===== src/rtl/cpu_ctrl_fsm_if.sv =====
// Memory-side handshake between the CPU control FSM and the memory port.
// The FSM owns the request, write enable and address select; memory returns ack.
interface cpu_ctrl_fsm_if;
    logic mem_req;
    logic mem_we;
    logic addr_sel;
    logic mem_ack;

    modport master (
        output mem_req,
        output mem_we,
        output addr_sel,
        input  mem_ack
    );

    modport slave (
        input  mem_req,
        input  mem_we,
        input  addr_sel,
        output mem_ack
    );
endinterface


===== src/rtl/cpu_ctrl_fsm.sv =====
// Multi-cycle CPU control FSM: fetch/decode/execute/memory/write-back/branch/halt
// sequencing with a retired-instruction counter.
module cpu_ctrl_fsm (
    input  logic                  clk,
    input  logic                  reset,
    cpu_ctrl_fsm_if.master        mem,
    input  logic [4:0]            opcode,
    input  logic [1:0]            flag,
    output logic                  ir_write,
    output logic                  alu_src,
    output logic                  reg_write,
    output logic                  wb_sel,
    output logic                  pc_write,
    output logic                  pc_src,
    output logic                  illegal,
    output logic                  halted,
    output logic [2:0]            state,
    output logic [31:0]           instr_cnt
);

    typedef enum logic [2:0] {
        S_FETCH  = 3'd0,
        S_DECODE = 3'd1,
        S_EXEC   = 3'd2,
        S_MEM    = 3'd3,
        S_WB     = 3'd4,
        S_BRANCH = 3'd5,
        S_HALT   = 3'd6,
        S_SPARE  = 3'd7
    } state_e;

    typedef enum logic [3:0] {
        C_ALU_REG = 4'd0,
        C_ALU_IMM = 4'd1,
        C_LOAD    = 4'd2,
        C_STORE   = 4'd3,
        C_JMP     = 4'd4,
        C_BEQ     = 4'd5,
        C_BL      = 4'd6,
        C_BG      = 4'd7,
        C_HALT    = 4'd8,
        C_UNDEF   = 4'd9
    } op_class_e;

    function automatic op_class_e op_class(input logic [4:0] op);
        op_class_e cls;
        casez (op)
            5'b00???: cls = C_ALU_REG;
            5'b01???: cls = C_ALU_IMM;
            5'b10000: cls = C_LOAD;
            5'b10001: cls = C_STORE;
            5'b11000: cls = C_JMP;
            5'b11001: cls = C_BEQ;
            5'b11010: cls = C_BL;
            5'b11011: cls = C_BG;
            5'b11111: cls = C_HALT;
            default:  cls = C_UNDEF;
        endcase
        return cls;
    endfunction

    state_e      state_r;
    state_e      next_state_s;
    logic [4:0]  op_r;
    logic [31:0] instr_cnt_r;
    op_class_e   dec_cls_s;
    op_class_e   op_cls_s;
    logic        taken_s;

    logic mem_req_s;
    logic mem_we_s;
    logic addr_sel_s;
    logic ir_write_s;
    logic alu_src_s;
    logic reg_write_s;
    logic wb_sel_s;
    logic pc_write_s;
    logic pc_src_s;
    logic illegal_s;
    logic halted_s;

    // DECODE classifies the live opcode; later states only see the registered copy.
    assign dec_cls_s = op_class(opcode);
    assign op_cls_s  = op_class(op_r);
    assign taken_s   = (op_cls_s == C_JMP)
                     | ((op_cls_s == C_BEQ) & (flag == 2'b01))
                     | ((op_cls_s == C_BL)  & (flag == 2'b10))
                     | ((op_cls_s == C_BG)  & (flag == 2'b11));

    // Next-state and per-state control strobes.
    always_comb begin
        next_state_s = state_r;
        mem_req_s    = 1'b0;
        mem_we_s     = 1'b0;
        addr_sel_s   = 1'b0;
        ir_write_s   = 1'b0;
        alu_src_s    = 1'b0;
        reg_write_s  = 1'b0;
        wb_sel_s     = 1'b0;
        pc_write_s   = 1'b0;
        pc_src_s     = 1'b0;
        illegal_s    = 1'b0;
        halted_s     = 1'b0;
        case (state_r)
            S_FETCH: begin
                mem_req_s  = 1'b1;
                ir_write_s = mem.mem_ack;
                if (mem.mem_ack) begin
                    next_state_s = S_DECODE;
                end else begin
                    next_state_s = S_FETCH;
                end
            end
            S_DECODE: begin
                case (dec_cls_s)
                    C_ALU_REG, C_ALU_IMM, C_LOAD, C_STORE: next_state_s = S_EXEC;
                    C_JMP, C_BEQ, C_BL, C_BG:              next_state_s = S_BRANCH;
                    C_HALT:                                next_state_s = S_HALT;
                    default: begin
                        illegal_s    = 1'b1;
                        pc_write_s   = 1'b1;
                        next_state_s = S_FETCH;
                    end
                endcase
            end
            S_EXEC: begin
                alu_src_s = (op_cls_s != C_ALU_REG);
                if ((op_cls_s == C_LOAD) || (op_cls_s == C_STORE)) begin
                    next_state_s = S_MEM;
                end else begin
                    next_state_s = S_WB;
                end
            end
            S_MEM: begin
                mem_req_s  = 1'b1;
                addr_sel_s = 1'b1;
                mem_we_s   = (op_cls_s == C_STORE);
                if (mem.mem_ack) begin
                    if (op_cls_s == C_STORE) begin
                        pc_write_s   = 1'b1;
                        next_state_s = S_FETCH;
                    end else begin
                        next_state_s = S_WB;
                    end
                end else begin
                    next_state_s = S_MEM;
                end
            end
            S_WB: begin
                reg_write_s  = 1'b1;
                wb_sel_s     = (op_cls_s == C_LOAD);
                pc_write_s   = 1'b1;
                next_state_s = S_FETCH;
            end
            S_BRANCH: begin
                pc_write_s   = 1'b1;
                pc_src_s     = taken_s;
                next_state_s = S_FETCH;
            end
            S_HALT: begin
                halted_s     = 1'b1;
                next_state_s = S_HALT;
            end
            default: begin
                next_state_s = S_FETCH;
            end
        endcase
    end

    // State, captured opcode and retired-instruction counter.
    always_ff @(posedge clk) begin
        if (reset) begin
            state_r     <= S_FETCH;
            op_r        <= 5'd0;
            instr_cnt_r <= 32'd0;
        end else begin
            state_r <= next_state_s;
            if (state_r == S_DECODE) begin
                op_r <= opcode;
            end
            if (pc_write_s) begin
                instr_cnt_r <= instr_cnt_r + 32'd1;
            end
        end
    end

    // Reset blanks every strobe so an in-flight memory request is dropped at once.
    assign mem.mem_req  = mem_req_s   & ~reset;
    assign mem.mem_we   = mem_we_s    & ~reset;
    assign mem.addr_sel = addr_sel_s  & ~reset;
    assign ir_write     = ir_write_s  & ~reset;
    assign alu_src      = alu_src_s   & ~reset;
    assign reg_write    = reg_write_s & ~reset;
    assign wb_sel       = wb_sel_s    & ~reset;
    assign pc_write     = pc_write_s  & ~reset;
    assign pc_src       = pc_src_s    & ~reset;
    assign illegal      = illegal_s   & ~reset;
    assign halted       = halted_s    & ~reset;
    assign state        = state_r;
    assign instr_cnt    = instr_cnt_r;

endmodule


===== src/flat_wrapper.sv =====
// flat-port wrapper written by rule: the top's interface ports become plain ports
module cpu_ctrl_fsm_flat 
  (clk, reset, opcode, flag, ir_write, alu_src, reg_write, wb_sel, pc_write, pc_src, illegal, halted, state, instr_cnt, mem_mem_req, mem_mem_we, mem_addr_sel, mem_mem_ack);
  cpu_ctrl_fsm_if mem_i ();
  input  logic clk;
  input  logic reset;
  input  logic [4:0] opcode;
  input  logic [1:0] flag;
  output logic ir_write;
  output logic alu_src;
  output logic reg_write;
  output logic wb_sel;
  output logic pc_write;
  output logic pc_src;
  output logic illegal;
  output logic halted;
  output logic [2:0] state;
  output logic [31:0] instr_cnt;
  output wire logic [$bits(mem_i.mem_req)-1:0] mem_mem_req;
  output wire logic [$bits(mem_i.mem_we)-1:0] mem_mem_we;
  output wire logic [$bits(mem_i.addr_sel)-1:0] mem_addr_sel;
  input wire logic [$bits(mem_i.mem_ack)-1:0] mem_mem_ack;
  assign mem_mem_req = mem_i.mem_req;
  assign mem_mem_we = mem_i.mem_we;
  assign mem_addr_sel = mem_i.addr_sel;
  assign mem_i.mem_ack = mem_mem_ack;
  cpu_ctrl_fsm u_core (.clk(clk), .reset(reset), .mem(mem_i), .opcode(opcode), .flag(flag), .ir_write(ir_write), .alu_src(alu_src), .reg_write(reg_write), .wb_sel(wb_sel), .pc_write(pc_write), .pc_src(pc_src), .illegal(illegal), .halted(halted), .state(state), .instr_cnt(instr_cnt));
endmodule

===== config.mk =====
export PLATFORM = sky130hd
export DESIGN_NAME = cpu_ctrl_fsm_flat
export DESIGN_NICKNAME = d
export VERILOG_FILES = /design/src/rtl/cpu_ctrl_fsm_if.sv /design/src/rtl/cpu_ctrl_fsm.sv /design/src/flat_wrapper.sv
export SDC_FILE = /design/constraint.sdc
export NUM_CORES = 1
export LEC_CHECK = 0
export ABC_AREA = 1
export ABC_CLOCK_PERIOD_IN_PS = 1300
export BUFFER_PORTS_ARGS = -buffer_cell sky130_fd_sc_hd__buf_2
export CORE_AREA = 2 2 68 95
export DETAILED_ROUTE_END_ITERATION = 12
export DIE_AREA = 0 0 70 97
export HOLD_SLACK_MARGIN = 0.1
export PLACE_DENSITY = 0.69
export SLEW_MARGIN = 20
export SYNTH_ARGS = -nofsm -noshare
export SYNTH_HDL_FRONTEND = slang
export SYNTH_SLANG_ARGS = --single-unit
export TNS_END_PERCENT = 20

===== constraint.sdc =====
create_clock -name clk -period 1.3 [get_ports clk]
set_input_delay 0.195 -clock clk [delete_from_list [all_inputs] [get_ports clk]]
set_output_delay 0.195 -clock clk [all_outputs]
set_load 0.05 [all_outputs]

==> results.toml, run 1 <==
[placed_design]
dp_hpwl_um = 6370
io_buffers = 55
routabilityCongestion = 0.974

[final_layout]
diodes = 0
syn2layout_area_growth_pct = 67.7
utilization = 0.745
fillerInstances = 441
drive_above_1_share = 0.446
nets = 607

[clock_tree]
root_buffer = "clkbuf_8"
cts_buffer_depth = 2
clock_sinks = 40
holdBufCountCts = 0
cts_buffers = 5
clkTransAtPathRegs_ns = 0.08
htree_levels = 2
clock_latency_ns = 0.30
cts_tree = "yes"

[global_routing]
gr-total-overflow = 0
grt_max_degree = 17
grt_pass1_wl_um = 14600
grt_pass1_vias = 3307
grtUsageTotal = 0.267
antenna_found_initial = 0

[die]
floorplan.initialDensity = 0.444
die_w_um = 70
core_area_mm2 = 0.00586
ioPinCount = 56
row_count = 33
fp.dieH_um = 97
die_area_mm2 = 0.00679

[timing]
worst_slack_ns = -0.529
worstMarginPinSlew_ns = 0.422
finalHoldViolations = 0
fmax_ghz = 0.547
maxSlewHeadroom = 0.716
setup_violations = 47
rsz0062_at_grt = "true"
period_needed_ns = 1.83
slew_violations = 0
tns_ns = -11.02
skew_ns = 0.00557
fin_hold_ws_ns = 0.178
fin_crit_sh = 1.41

[detailed_routing]
drcViolationCount = 0
routedWlPerCell_um = 15.0
postRouteAntennaNets = 0
finalWirelength_um = 10000
routed-via-count = 3461
drt-pass1-iter-count = 4
drtIter0Drc = 212
viasPerCell = 5.19

[status]
status = "finished, violations left"
violations = "negative setup slack"

[logic_synthesis]
yosysTopAreaCellShare = 0.308
async_flop_share = 0
synthesis.area_mm2 = 0.00260
yosysSeqAreaShare = 0.308
synth_edf_count = 0
syn_area_per_cell_um2 = 5.85
yosys_register_bits = 40
synth_warnings = 0
synth_area_leaders = "dfxtp_1, nand2_1, nor2_1, a21oi_1, inv_1"
yosys.area.top_type = "dfxtp_1"
synth_cells = 445
syn_nets = 456
synth_ff_type = "dfxtp_1"
ys_types = 30

[setup_path]
crit_arrival_ns = 1.63
start_kind = "register"
worstSetupPathType = "reg -> out"
path_max_fanout = 4
end_kind = "primary output"
critical_path_required_ns = 1.11

[power]
max-vdd-ir-drop_mv = 0.678
p_leak_nw = 1.84
cellPowerDensity_mw_per_mm2 = 705

[hold_path]
hold_class = "in -> reg"

[run]
max_cap_viol_count = 0
[synthesized netlist by cell type (2+ instances only)]
| cell | instances |
|---|---|
| nor4_1 | 2 |
| nor2_4 | 2 |
| buf_6 | 5 |
| dfxtp_1 | 40 |
| inv_1 | 42 |
| clkbuf_1 | 4 |
| o21ai_0 | 13 |
| inv_2 | 3 |
| xor2_1 | 6 |
| nor3_1 | 7 |
| nor2_2 | 3 |
| nor2_1 | 79 |
| nand4_1 | 3 |
| nand3_1 | 30 |
| nand2_1 | 154 |
| a21oi_1 | 38 |
[registers in the layout (all words and copies together), names as in the netlist]
name / flops
u_core.state: 3
u_core.instr_cnt: 32
u_core.op_r: 5
[cells by family (layout without fill, tap and decap cells)]
| group | Yosys count | in the layout | synth area share |
|---|---|---|---|
| and+or+nand+nor | 287 | 287 | 0.460 |
| adders and majority gates | 1 | 1 | 0.00481 |
| AOI/OAI and AO/OA | 55 | 55 | 0.109 |
| xor gates and xnor gates | 7 | 7 | 0.0236 |
| DFF | 40 | 40 | 0.308 |
| buffers and inverters | 55 | 207 | 0.0952 |
[placed cells by master (no fill, tap or decap), types with 2 or more instances in the layout]
cell type	n
a21oi_1	29
a21oi_2	6
a21oi_4	3
buf_2	33
buf_4	84
buf_6	26
buf_8	3
clkbuf_4	7
clkbuf_8	7
dfxtp_1	20
dfxtp_2	12
dfxtp_4	8
inv_1	32
inv_2	8
inv_4	5
nand2_1	139
nand2_2	13
nand2_4	4
nand3_1	22
nand3_2	5
nand3_4	4
nand4_1	3
nor2_1	62
nor2_2	12
nor2_4	10
nor3_1	3
nor3_2	2
nor3_4	3
o21ai_0	5
o21ai_1	4
o21ai_2	4
xor2_1	6
[worst max-delay path, stage by stage, from the launching register on]
cell	delay, ns
dfxtp_4	0.38
inv_4	0.06
buf_6	0.11
nand3_4	0.08
o211ai_1	0.18
nand2_1	0.10
nand2_2	0.07
nand2_2	0.06
a21oi_4	0.12
buf_6	0.17
[what timing repair did]
action | in CTS | in global routing
gates resized for setup | 81 | 66
buffers inserted | 10 | 4
setup endpoints to repair | 51 | 58
endpoints found under the hold margin | 0 | 0
pin swaps | 16 | 25
[report_power, final]
group	total (W)	switching, W	internal (W)
Clock	0.00109	0.000486	0.000601
Sequential	0.00128	0.0000397	0.00124
Combinational	0.000704	0.000418	0.000285
[area by class of cell]
cell class,instances,area [um^2],area share
Timing Repair Buffer,154,1210,0.276
Clock buffer,8,121,0.0278
Inverter,45,181,0.0416
Tap cell,70,87.6,0.0201
Sequential cell,40,846,0.194
Multi-Input combinational cell,350,1920,0.441
[per-layer routing]
metal,track usage,part of all wire
met1,0.271,0.38
met2,0.507,0.54
met3,0.0396,0.032
met4,0.146,0.053
met5,0,0
[per-stage QoR]
stage	cells	setup WS, ns	cell area [um^2]	power [W]
6_report	667	-0.529	4370	0.00308
5_1_grt	667	-0.584	4370	0.00317
4_1_cts	663	-0.442	4130	0.00297
3_5_place_dp	645	-0.298	3680	0.00179
3_3_place_gp	645	-0.259	3680	0.00178
2_1_floorplan	445	-0.359	2760	0.00161
[path summary, 6_finish.rpt]
kind | endpoint | depth (start not counted) | slack [ns] | start
worst max-delay path | pc_src | 9 | -0.53 | u_core.op_r[2]
worst min-delay path | u_core.op_r[0] | 3 | 0.18 | opcode[0]
worst max register to register | u_core.instr_cnt[17] | 11 | -0.30 | u_core.op_r[3]
worst min register to register | u_core.instr_cnt[31] | 2 | 0.50 | u_core.instr_cnt[31]
Note: power is estimated with default switching activity, not from simulation.
==> run 2, diff against run 1 <==
Settings changed: CORE_AREA 2 2 68 95 to 2 2 65 92, DIE_AREA 0 0 70 97 to 0 0 67 94, PLACE_DENSITY 0.69 to 0.74.
==> run 2 against run 1 <==
Against the previous run:
- the run still ends with negative setup slack left
- critical endpoint unchanged
- count of clock-buffer cells in the layout unchanged
- routed wire length up 2.9%
- sequential share of layout area up 0.31 points
- first-iteration DRC count down 17%
- final cell count down 0.45%
- clock skew down 0.00084 ns
- maximum frequency down 5.8%
- clock power about the same
- critical path type unchanged
==> results.toml, run 2 (synthesized netlist as in run 1, its figures left out) <==
[final_layout]
final_common_cell = "nand2_1"
diodes = 0
drive_above_1_share = 0.416
layout_common_cells = "nand2_1, buf_4, nor2_1"
fillerInstances = 407
nets = 606
syn2layout_area_growth_pct = 64.3
largest_reg_flops = 32

[setup_path]
startpoint = "u_core.op_r[2]"
reg2reg_setup_slack_ns = -0.27
path_max_fanout = 3
crit_chain = "inv_4 > buf_6 > nand3_4 > o211ai_1 > nand2_1 > nand2_2 > nand2_2 > a21oi_4 > buf_6"
slowest_delay_ns = 0.37
crit_arrival_ns = 1.75
worstSetupPathType = "reg -> out"
end_kind = "primary output"
critPathTopFamily = "compound AO/OA/AOI/OAI gates"
crit_buf_inv = 3
slowest_stage = "dfxtp_4"
reg2reg_from = "u_core.op_r[4]"
critical_path_required_ns = 1.11
start_kind = "register"

[clock_tree]
clock_latency_ns = 0.31
cts_tree = "yes"
clkTransAtPathRegs_ns = 0.09
htree_levels = 2
cts_buffer_depth = 2
clock_sinks = 40
root_buffer = "clkbuf_8"
cts_buffers = 5

[global_routing]
grt_pass1_vias = 3535
gr-total-overflow = 0
grt_max_degree = 22
antenna_found_initial = 0
grt_pass1_wl_um = 15500
grtUsageTotal = 0.325

[die]
ioPinCount = 56
floorplan.initialDensity = 0.478
core_area_mm2 = 0.00545
die_w_um = 67
fp.dieH_um = 94
die_area_mm2 = 0.00630
row_count = 32

[timing]
skew_ns = 0.00473
slew_violations = 0
fin_crit_sh = 1.49
worst_slack_ns = -0.641
maxSlewHeadroom = 0.672
setup_violations = 49
rsz0062_at_grt = "true"
worstMarginPinSlew_ns = 0.486
tns_ns = -12.20
finalHoldViolations = 0
period_needed_ns = 1.94
fmax_ghz = 0.515

[hold_path]
hold_class = "in -> reg"
min_from = "opcode[0]"

[detailed_routing]
viasPerCell = 5.40
drcViolationCount = 0
routedWlPerCell_um = 15.6
postRouteAntennaNets = 0
drtIter0Drc = 177
routed-via-count = 3585
drt-pass1-iter-count = 7
finalWirelength_um = 10300

[run]
max_cap_viol_count = 0

[placed_design]
dp_hpwl_um = 6480
routabilityCongestion = 0.945
io_buffers = 55

[power]
max-vdd-ir-drop_mv = 0.710
finalPower_w = 0.00306
cellPowerDensity_mw_per_mm2 = 715
p_leak_nw = 1.83

[status]
violations = "negative setup slack"
status = "finished, violations left"
==> run 2: path summary, 6_finish.rpt <==
check	endpoint	depth (start not counted)
max	pc_src	9
min	u_core.op_r[0]	3
max reg2reg	u_core.instr_cnt[2]	10
min reg2reg	u_core.instr_cnt[31]	2
==> run 2: metal layers <==
layer / up-vias / global-route usage / part of all wire
li1: 1710 / - / -
met2: 159 / 0.618 / 0.54
met5: - / 0 / 0
met3: 53 / 0.0432 / 0.049
met4: 0 / 0.207 / 0.062
met1: 1663 / 0.312 / 0.35
==> run 2: metrics by stage <==
step / instance area, um^2 / hold WS (ns) / setup slack (ns) / cells / utilization
2_1_floorplan: 2760 / 0.355 / -0.359 / 445 / -
3_3_place_gp: 3700 / 0.479 / -0.264 / 645 / 0.680
3_5_place_dp: 3700 / 0.486 / -0.347 / 645 / 0.680
4_1_cts: 4120 / 0.213 / -0.450 / 660 / 0.757
5_1_grt: 4280 / 0.206 / -0.665 / 664 / 0.785
6_report: 4280 / 0.188 / -0.641 / 664 / 0.785
==> run 2: area by class of cell <==
cell class	count	area, um^2	area share
multi-input combinational	350	1860	0.435
timing repair buffer	153	1180	0.276
sequential	40	842	0.197
inverter	45	186	0.0436
clock buffer	8	121	0.0284
tap	68	85.1	0.0199
==> run 2: worst reg2reg max path, delay by kind of cell (launching register included) <==
| kind | cells | cell delay [ns] |
|---|---|---|
| simple gates | 7 | 0.64 |
| buf+inv | 3 | 0.45 |
| flops | 1 | 0.39 |
==> run 2: what timing repair did <==
action	in CTS	in global routing
pin swaps	26	5
gates cloned	0	0
gates resized for setup	79	41
endpoints found under the setup margin	49	59
hold buffers	0	0
setup buffers	7	4
==> run 2: power breakdown <==
part / internal, W / switching [W] / total, W
Clock: 0.000601 / 0.000500 / 0.00110
Sequential: 0.00125 / 0.0000483 / 0.00130
Combinational: 0.000258 / 0.000404 / 0.000663
